[src/rtl/onehot_span_decoder_if.sv]
// Result bus between the priority encoder and its span decoder.
// The slave side is the decoder; the master side is whoever feeds
// one-hot pairs in and consumes decoded results.
interface onehot_span_decoder_if #(
  parameter int WIDTH = 5
);
  localparam int IDX_W = $clog2(WIDTH);
  localparam int LEN_W = $clog2(WIDTH + 1);

  // Input pair from the encoder
  logic [WIDTH-1:0] data_left_i;
  logic [WIDTH-1:0] data_right_i;
  logic             data_val_i;
  logic             data_ready_o;

  // Decoded result to downstream
  logic [IDX_W-1:0] left_idx_o;
  logic [IDX_W-1:0] right_idx_o;
  logic [WIDTH-1:0] span_mask_o;
  logic [LEN_W-1:0] span_len_o;
  logic             zero_o;
  logic             err_o;
  logic             data_val_o;
  logic             data_ready_i;

  modport master (
    output data_left_i,
    output data_right_i,
    output data_val_i,
    input  data_ready_o,
    input  left_idx_o,
    input  right_idx_o,
    input  span_mask_o,
    input  span_len_o,
    input  zero_o,
    input  err_o,
    input  data_val_o,
    output data_ready_i
  );

  modport slave (
    input  data_left_i,
    input  data_right_i,
    input  data_val_i,
    output data_ready_o,
    output left_idx_o,
    output right_idx_o,
    output span_mask_o,
    output span_len_o,
    output zero_o,
    output err_o,
    output data_val_o,
    input  data_ready_i
  );
endinterface

[src/rtl/onehot_span_decoder.sv]
// Decodes a leftmost/rightmost one-hot pair from the priority encoder into
// binary indices, a contiguous span mask and a span length.
// Two registered stages with valid/ready flow control:
//   p1: one-hot legality, index encode, zero/err classification
//   p2: span mask and span length, drives the result bus
module onehot_span_decoder #(
  parameter int WIDTH = 5
) (
  input  logic                 clk_i,
  input  logic                 srst_i,
  onehot_span_decoder_if.slave bus
);
  localparam int IDX_W = $clog2(WIDTH);
  localparam int LEN_W = $clog2(WIDTH + 1);

  // True when exactly one bit of v is set.
  function automatic logic is_onehot(input logic [WIDTH-1:0] v);
    return (v != '0) && ((v & (v - WIDTH'(1))) == '0);
  endfunction

  // OR-encode of a one-hot vector. Only meaningful for a legal one-hot input;
  // illegal inputs are flagged as errors and their index is discarded.
  function automatic logic [IDX_W-1:0] onehot_to_idx(input logic [WIDTH-1:0] v);
    logic [IDX_W-1:0] idx;
    idx = '0;
    for (int i = 0; i < WIDTH; i++) begin
      if (v[i]) idx = idx | IDX_W'(i);
    end
    return idx;
  endfunction

  // Ones from bit r up to bit l inclusive.
  function automatic logic [WIDTH-1:0] span_mask(input logic [IDX_W-1:0] l,
                                                 input logic [IDX_W-1:0] r);
    logic [WIDTH-1:0] m;
    m = '0;
    for (int i = 0; i < WIDTH; i++) begin
      m[i] = (IDX_W'(i) >= r) && (IDX_W'(i) <= l);
    end
    return m;
  endfunction

  // l - r + 1, computed at LEN_W so a full-width span does not wrap.
  function automatic logic [LEN_W-1:0] span_len(input logic [IDX_W-1:0] l,
                                                input logic [IDX_W-1:0] r);
    return LEN_W'(l) - LEN_W'(r) + LEN_W'(1);
  endfunction

  // Stage p1 registers
  logic             vld_p1_q,       vld_p1_d;
  logic [IDX_W-1:0] left_idx_p1_q,  left_idx_p1_d;
  logic [IDX_W-1:0] right_idx_p1_q, right_idx_p1_d;
  logic             zero_p1_q,      zero_p1_d;
  logic             err_p1_q,       err_p1_d;

  // Stage p2 registers (drive the result bus)
  logic             vld_p2_q,       vld_p2_d;
  logic [IDX_W-1:0] left_idx_p2_q,  left_idx_p2_d;
  logic [IDX_W-1:0] right_idx_p2_q, right_idx_p2_d;
  logic [WIDTH-1:0] span_mask_p2_q, span_mask_p2_d;
  logic [LEN_W-1:0] span_len_p2_q,  span_len_p2_d;
  logic             zero_p2_q,      zero_p2_d;
  logic             err_p2_q,       err_p2_d;

  // Handshake
  logic s1_load;
  logic s2_load;
  logic in_ready;
  logic in_fire;

  // Stage p1 classification of the incoming pair
  logic             left_oh;
  logic             right_oh;
  logic             both_zero;
  logic [IDX_W-1:0] left_raw;
  logic [IDX_W-1:0] right_raw;
  logic             zero_c;
  logic             err_c;
  logic             ok_c;
  logic             ok_p1;

  // Flow control: each stage advances when it is empty or the stage after it
  // is advancing, so a full pipeline shifts with no bubble.
  always_comb begin
    s2_load  = !vld_p2_q || bus.data_ready_i;
    s1_load  = !vld_p1_q || s2_load;
    in_ready = !srst_i && s1_load;
    in_fire  = bus.data_val_i && in_ready;
  end

  // Legality checks and index encode of the incoming pair.
  always_comb begin
    left_oh   = is_onehot(bus.data_left_i);
    right_oh  = is_onehot(bus.data_right_i);
    both_zero = (bus.data_left_i == '0) && (bus.data_right_i == '0);
    left_raw  = onehot_to_idx(bus.data_left_i);
    right_raw = onehot_to_idx(bus.data_right_i);
    zero_c    = both_zero;
    // A lone zero vector fails the one-hot test, so it lands here as well.
    err_c     = !both_zero && (!left_oh || !right_oh || (left_raw < right_raw));
    ok_c      = !zero_c && !err_c;
  end

  // ---- stage p0 -> p1 ----
  // Next state for p1: capture a new pair on input transfer, else hold.
  always_comb begin
    vld_p1_d       = vld_p1_q;
    left_idx_p1_d  = left_idx_p1_q;
    right_idx_p1_d = right_idx_p1_q;
    zero_p1_d      = zero_p1_q;
    err_p1_d       = err_p1_q;
    if (s1_load) vld_p1_d = in_fire;
    if (in_fire) begin
      left_idx_p1_d  = ok_c ? left_raw  : '0;
      right_idx_p1_d = ok_c ? right_raw : '0;
      zero_p1_d      = zero_c;
      err_p1_d       = err_c;
    end
  end

  // ---- stage p1 -> p2 ----
  // Next state for p2: build mask and length from the p1 indices. Zero and
  // error results carry idx 0/0, which would otherwise decode to a one-bit
  // span, so the mask and length are forced to zero for them.
  always_comb begin
    ok_p1          = !zero_p1_q && !err_p1_q;
    vld_p2_d       = vld_p2_q;
    left_idx_p2_d  = left_idx_p2_q;
    right_idx_p2_d = right_idx_p2_q;
    span_mask_p2_d = span_mask_p2_q;
    span_len_p2_d  = span_len_p2_q;
    zero_p2_d      = zero_p2_q;
    err_p2_d       = err_p2_q;
    if (s2_load) vld_p2_d = vld_p1_q;
    if (s2_load && vld_p1_q) begin
      left_idx_p2_d  = left_idx_p1_q;
      right_idx_p2_d = right_idx_p1_q;
      span_mask_p2_d = ok_p1 ? span_mask(left_idx_p1_q, right_idx_p1_q) : '0;
      span_len_p2_d  = ok_p1 ? span_len(left_idx_p1_q, right_idx_p1_q)  : '0;
      zero_p2_d      = zero_p1_q;
      err_p2_d       = err_p1_q;
    end
  end

  // Valid bits and the visible result registers; reset drops in-flight pairs
  // and clears the result bus.
  always_ff @(posedge clk_i) begin
    if (srst_i) begin
      vld_p1_q       <= 1'b0;
      vld_p2_q       <= 1'b0;
      left_idx_p2_q  <= '0;
      right_idx_p2_q <= '0;
      span_mask_p2_q <= '0;
      span_len_p2_q  <= '0;
      zero_p2_q      <= 1'b0;
      err_p2_q       <= 1'b0;
    end else begin
      vld_p1_q       <= vld_p1_d;
      vld_p2_q       <= vld_p2_d;
      left_idx_p2_q  <= left_idx_p2_d;
      right_idx_p2_q <= right_idx_p2_d;
      span_mask_p2_q <= span_mask_p2_d;
      span_len_p2_q  <= span_len_p2_d;
      zero_p2_q      <= zero_p2_d;
      err_p2_q       <= err_p2_d;
    end
  end

  // Internal p1 data; only observed when vld_p1_q is set, so no reset needed.
  always_ff @(posedge clk_i) begin
    left_idx_p1_q  <= left_idx_p1_d;
    right_idx_p1_q <= right_idx_p1_d;
    zero_p1_q      <= zero_p1_d;
    err_p1_q       <= err_p1_d;
  end

  assign bus.data_ready_o = in_ready;
  assign bus.data_val_o   = vld_p2_q;
  assign bus.left_idx_o   = left_idx_p2_q;
  assign bus.right_idx_o  = right_idx_p2_q;
  assign bus.span_mask_o  = span_mask_p2_q;
  assign bus.span_len_o   = span_len_p2_q;
  assign bus.zero_o       = zero_p2_q;
  assign bus.err_o        = err_p2_q;

endmodule

[src/flat_wrapper.sv]
// flat-port wrapper written by rule: the top's interface ports become plain ports
module onehot_span_decoder_flat 
#(
  parameter int WIDTH = 5
)
  (clk_i, srst_i, bus_data_left_i, bus_data_right_i, bus_data_val_i, bus_data_ready_o, bus_left_idx_o, bus_right_idx_o, bus_span_mask_o, bus_span_len_o, bus_zero_o, bus_err_o, bus_data_val_o, bus_data_ready_i);
  onehot_span_decoder_if #(.WIDTH(WIDTH)) bus_i ();
  input  logic clk_i;
  input  logic srst_i;
  input wire logic [$bits(bus_i.data_left_i)-1:0] bus_data_left_i;
  input wire logic [$bits(bus_i.data_right_i)-1:0] bus_data_right_i;
  input wire logic [$bits(bus_i.data_val_i)-1:0] bus_data_val_i;
  output wire logic [$bits(bus_i.data_ready_o)-1:0] bus_data_ready_o;
  output wire logic [$bits(bus_i.left_idx_o)-1:0] bus_left_idx_o;
  output wire logic [$bits(bus_i.right_idx_o)-1:0] bus_right_idx_o;
  output wire logic [$bits(bus_i.span_mask_o)-1:0] bus_span_mask_o;
  output wire logic [$bits(bus_i.span_len_o)-1:0] bus_span_len_o;
  output wire logic [$bits(bus_i.zero_o)-1:0] bus_zero_o;
  output wire logic [$bits(bus_i.err_o)-1:0] bus_err_o;
  output wire logic [$bits(bus_i.data_val_o)-1:0] bus_data_val_o;
  input wire logic [$bits(bus_i.data_ready_i)-1:0] bus_data_ready_i;
  assign bus_i.data_left_i = bus_data_left_i;
  assign bus_i.data_right_i = bus_data_right_i;
  assign bus_i.data_val_i = bus_data_val_i;
  assign bus_data_ready_o = bus_i.data_ready_o;
  assign bus_left_idx_o = bus_i.left_idx_o;
  assign bus_right_idx_o = bus_i.right_idx_o;
  assign bus_span_mask_o = bus_i.span_mask_o;
  assign bus_span_len_o = bus_i.span_len_o;
  assign bus_zero_o = bus_i.zero_o;
  assign bus_err_o = bus_i.err_o;
  assign bus_data_val_o = bus_i.data_val_o;
  assign bus_i.data_ready_i = bus_data_ready_i;
  onehot_span_decoder #(.WIDTH(WIDTH)) u_core (.clk_i(clk_i), .srst_i(srst_i), .bus(bus_i));
endmodule
[config.mk]
export PLATFORM = sky130hd
export DESIGN_NAME = onehot_span_decoder_flat
export DESIGN_NICKNAME = d
export VERILOG_FILES = /design/src/rtl/onehot_span_decoder_if.sv /design/src/rtl/onehot_span_decoder.sv /design/src/flat_wrapper.sv
export SDC_FILE = /design/constraint.sdc
export NUM_CORES = 1
export LEC_CHECK = 0
export ABC_CLOCK_PERIOD_IN_PS = 2400
export BUFFER_PORTS_ARGS = -buffer_cell sky130_fd_sc_hd__buf_4
export CAP_MARGIN = 15
export CORE_MARGIN = 1
export CORE_UTILIZATION = 35
export CTS_CLUSTER_SIZE = 25
export DETAILED_ROUTE_END_ITERATION = 7
export SYNTH_ARGS = -nofsm -noshare
export SYNTH_HDL_FRONTEND = slang
export SYNTH_SLANG_ARGS = --single-unit
[constraint.sdc]
create_clock -name clk_i -period 2.4 [get_ports clk_i]
set_input_delay 0.12 -clock clk_i [delete_from_list [all_inputs] [get_ports clk_i]]
set_output_delay 0.12 -clock clk_i [all_outputs]
set_load 0.01 [all_outputs]
== Yosys cells after proc, flatten, opt, wreduce, memory -nomap -nowiden ==
Cells that the tools add are included.
Word-level totals
  logic and storage cells: 72
  latch bits: 0
  memory bits (writable): 0
  register bits after elaboration: 26
  bits in read-only memories: 0
  output and inout bits: 18
  memories kept: 0
Operators by class
  order comparisons: 11
  bitwise gates (word level): 2
  shift operators: 0
  multipliers: 0
  eq/ne operators: 0
  reductions and logical operators: 33
  mux-type cells: 10
  div/mod/pow operators: 0
  add/subtract/negate cells: 4
Operators by type and width (number)
  logical NOT 5 bit: 4
  logical AND 1 bit: 14
  AND 5 bit: 2
  nonzero test 5 bit: 2
  subtractor 5 x 1 -> 5 bit (second input constant): 2
  logical NOT 1 bit: 9
  two-way mux 3 bit: 3
  two-way mux 2 bit: 4
  >= comparator 1 x 3 -> 1 bit (first input constant): 2
  >= comparator 2 x 3 -> 1 bit (first input constant): 2
  less-or-equal comparator 1 x 3 -> 1 bit (first input constant): 2
  less-or-equal comparator 2 x 3 -> 1 bit (first input constant): 2
  two-way mux 5 bit: 1
  logical OR 1 bit: 4
  adder 3 x 1 -> 3 bit (second input constant): 1
  >= comparator 3 bit (first input constant): 1
  less-or-equal comparator 3 bit (first input constant): 1
  less-than comparator 3 bit: 1
  subtractor 3 bit: 1
  two-way mux 1 bit: 2

== Depth between registers and ports, before layout ==
  depth after elaboration: 10
  mapped depth: 8
  depth with buffers taken out: 8

== Least setup slack after synthesis ==
Ideal clock, no wire load.
  kind: flip-flop to flip-flop
  from: register u_core.right_idx_p1_q[1]
  to: register u_core.span_len_p2_q[2] (netlist: u_core.bus.span_len_o[2])
  cell stages (with the launch flop): 8
  data required time: 2.329 ns
  setup time: 0.071 ns
  buffers on the path: 0
  slack: 0.911 ns
  period minus slack after synthesis: 1.489 ns
  arrival: 1.418 ns
  path through: edfxtp_1 ha_1 inv_1 ha_1 xnor2_1 xnor2_1 nand3_1 a21oi_1
On the way
  word-level cells in the longest chain between the ends: 3
Ends and longest elaborated chain
  from (decl): RTL line onehot_span_decoder.sv:52  | logic [IDX_W-1:0] right_idx_p1_q, right_idx_p1_d;
  from (signal assigned): RTL line onehot_span_decoder.sv:172  | right_idx_p1_q <= right_idx_p1_d;
  subtractor 3 bit: RTL line onehot_span_decoder.sv:46  | return LEN_W'(l) - LEN_W'(r) + LEN_W'(1);
  adder 3 x 1 -> 3 bit: RTL line onehot_span_decoder.sv:46
  two-way mux 3 bit: RTL line onehot_span_decoder.sv:139  | span_len_p2_d = ok_p1 ? span_len(left_idx_p1_q, right_idx_p1_q) : '0;
  to (signal assigned): RTL line onehot_span_decoder.sv:163  | span_len_p2_q <= span_len_p2_d;
  to (decl): RTL line onehot_span_decoder.sv:61  | logic [LEN_W-1:0] span_len_p2_q, span_len_p2_d;
No other way between the ends.
A chain may end at the register's enable or synchronous reset.

== Worst setup path after layout ==
Ends and elaborated chain as after synthesis.

==> metrics <==
most frequent cells in the layout buf_4, nand2_1, dfxtp_1, a21oi_1, nor2_1; crit-path cells ha_1, inv_1, ha_1, xnor2_1, xnor2_1, nand3_1, a21oi_1; commonest non-fill, non-tap cell in the layout buf_4; post-synthesis compound-gate area fraction 0.139; fin nets 184; Setup Buffers After CTS 0; Post-synth EDFFs 8; area share of the largest cell type after synthesis 0.293; via count 1055; core box area 0.00336 sq mm; Int Pwr 602 uW; die width 61.3 um; final setup vio count 0; ys async rst share 0; power share of the clock group 0.275; Fin. Hold Viols 0; max-capacitance violation count 0; Initial DRC Count 28; grt total ovfl 0; diodes inserted 0; CP endpoint kind flop; Routed Antenna Nets 0; post-synthesis instance total 134; initial antenna violation count 0; gpl congestion 0.758; Max Fclk 0.602 GHz; Max VDD drop 0.171 mV; cell taking the most area after synthesis dfxtp_1; CTS tree built; Routed WL per cell 11.8 um; synth top area cells dfxtp_1, edfxtp_1, nand2_1; vias in the first global route 942; post-CTS resize count 0; DPL Wire Length 1900 um; Vias/cell 5.02; Top delay family on crit path adder cells; first-pass GRT wire length 4060 um; number of synthesized register bits 26; Avg Inst Size Synth 9.19 sq um; CP Max Fanout 6; fraction of layout cells with a size suffix above 1 0.244; FILL cells 351; Rows 21; Adder-Cell Fraction of Synth Area 0.0508; Bufs and invs on worst path 1; largest net degree at the start of global routing 20; Crit path largest cell delay 0.49 ns; simple-gate area share of the yosys netlist 0.243; Sw Ratio 0.238; Place WS 0.725 ns; Post-Syn Area 0.00123 sq mm; CP Class reg -> reg; yosys warns 0; PnR worst setup slack 0.739 ns; P per Cell Area 517 mW/mm^2; critical path required time 2.67 ns; Hold Buf Count CTS 0; Psw 188 uW; Startpoint Class flop; Synth cell types 36; initial core utilization 0.366; P_leak 0.000632 uW; slowest CP cell edfxtp_1; Reg power frac 0.595; Max Transition Viols Final 0; worst rel slew slack 0.459; clock sink count 26; worst hold path type in -> reg; mux contribution to synthesized area 0.00813; Critical Path AT 1.93 ns; setup TNS 0 ns; total die area 0.00376 sq mm; main combinational cell family by area after synthesis simple AND/OR/NAND/NOR gates; root buf cell clkbuf_4; Period minus WS final 1.66 ns; H-tree Lvls 1; TritonCTS Buffers 3; Slew @ Worst Pin 0.810 ns; Synthesized Nets 153; RSZ-0062 raised after global routing false; Tcrit/Tclk final 0.692; Die Ht 61.3 um; Clock transition at path regs 0.14 ns; Synth Flop Type dfxtp_1; worst-skew pair later-pin latency 0.32 ns; Comb power frac 0.130; outcome completed; post-placement cell count 206; DRT Pass-1 Iters 4; total wire length 2490 um; area delta synth->final 24.2%; GRT Util Overall 0.148; Non-Filler Instances 210; number of port buffers 31; # DRC 0; XOR/XNOR Fraction of Synth Area 0.0356; sequential-to-total area share from yosys stat 0.488; Top-Level Pins 32; Max Root-Sink Buffers 2; Layout Skew 0.00758 ns
==> final timing paths <==
path	from	end	slack (ns)	cells after the start
worst max-delay path	u_core.right_idx_p1_q[1]	u_core.bus.span_len_o[2]	0.74	7
worst min-delay path	bus_data_val_i	u_core.vld_p1_q	0.01	3
worst max register to register	u_core.right_idx_p1_q[1]	u_core.bus.span_len_o[2]	0.74	7
worst min register to register	u_core.bus.left_idx_o[2]	u_core.bus.left_idx_o[2]	0.47	2
==> kinds of logic after synthesis <==
kind of cell / after synthesis
flops: 26
mux: 1
buf+inv: 9
simple gates: 59
fa+ha+maj: 5
compound gates: 29
xor+xnor: 5
==> worst register-to-register path: stages, from the launching register on <==
cell,delay (ns)
edfxtp_1,0.49
ha_1,0.33
inv_1,0.04
ha_1,0.19
xnor2_1,0.16
xnor2_1,0.14
nand3_1,0.09
a21oi_1,0.17
==> synth_stat cells, types with 2 or more instances <==
library cell	number
inv_1	4
xnor2_1	4
a21oi_1	17
nand3_1	5
edfxtp_1	8
o21ai_0	2
buf_2	2
dfxtp_1	18
nor3_1	6
a22oi_1	3
nand2_1	23
ha_1	5
or4_1	2
nor2_1	10
and3_1	4
==> layer usage <==
| layer | track usage | vias to the layer above | share of wire |
|---|---|---|---|
| met1 | 0.164 | 488 | 0.44 |
| li1 | - | 530 | - |
| met5 | 0 | - | 0 |
| met4 | 0.0682 | 0 | 0.0024 |
| met3 | 0.0189 | 2 | 0.040 |
| met2 | 0.278 | 35 | 0.52 |
==> final cells by class <==
type	instances	area, sq um	share of cell area
repair buffers	31	233	0.152
clock buffers	4	36.3	0.0237
well taps	46	57.6	0.0376
flip-flops and latches	26	601	0.393
multi-input cells	99	587	0.384
inverters	4	15.0	0.00982
==> sequential cells by signal, summed over array words and instances, names as in the netlist <==
signal and flops:
u_core.vld_p1_q 1, u_core.bus.data_val_o 1, u_core.bus.err_o 1, u_core.right_idx_p1_q 3
u_core.left_idx_p1_q 3, u_core.err_p1_q 1, u_core.bus.span_mask_o 5, u_core.bus.zero_o 1
u_core.bus.right_idx_o 3, u_core.bus.span_len_o 3, u_core.bus.left_idx_o 3, u_core.zero_p1_q 1
==> power by group through the flow <==
stage / logic [uW] / clock network (uW) / registers (uW)
2_1_floorplan: 56.5 / 0 / 481
3_3_place_gp: 99.1 / 0 / 479
3_5_place_dp: 102 / 0 / 480
4_1_cts: 102 / 224 / 470
5_1_grt: 115 / 239 / 472
6_report: 103 / 217 / 470
==> through the flow <==
| step | hold WS (ns) | utilization | total power (uW) | cell area [sq um] |
|---|---|---|---|---|
| 2_1_floorplan | 0.237 | - | 538 | 1230 |
| 3_3_place_gp | 0.335 | 0.444 | 578 | 1490 |
| 3_5_place_dp | 0.349 | 0.444 | 582 | 1490 |
| 4_1_cts | 0.00785 | 0.455 | 797 | 1530 |
| 5_1_grt | 0.0183 | 0.455 | 826 | 1530 |
| 6_report | 0.0124 | 0.455 | 790 | 1530 |
Note: power is estimated with default switching activity, not from simulation.
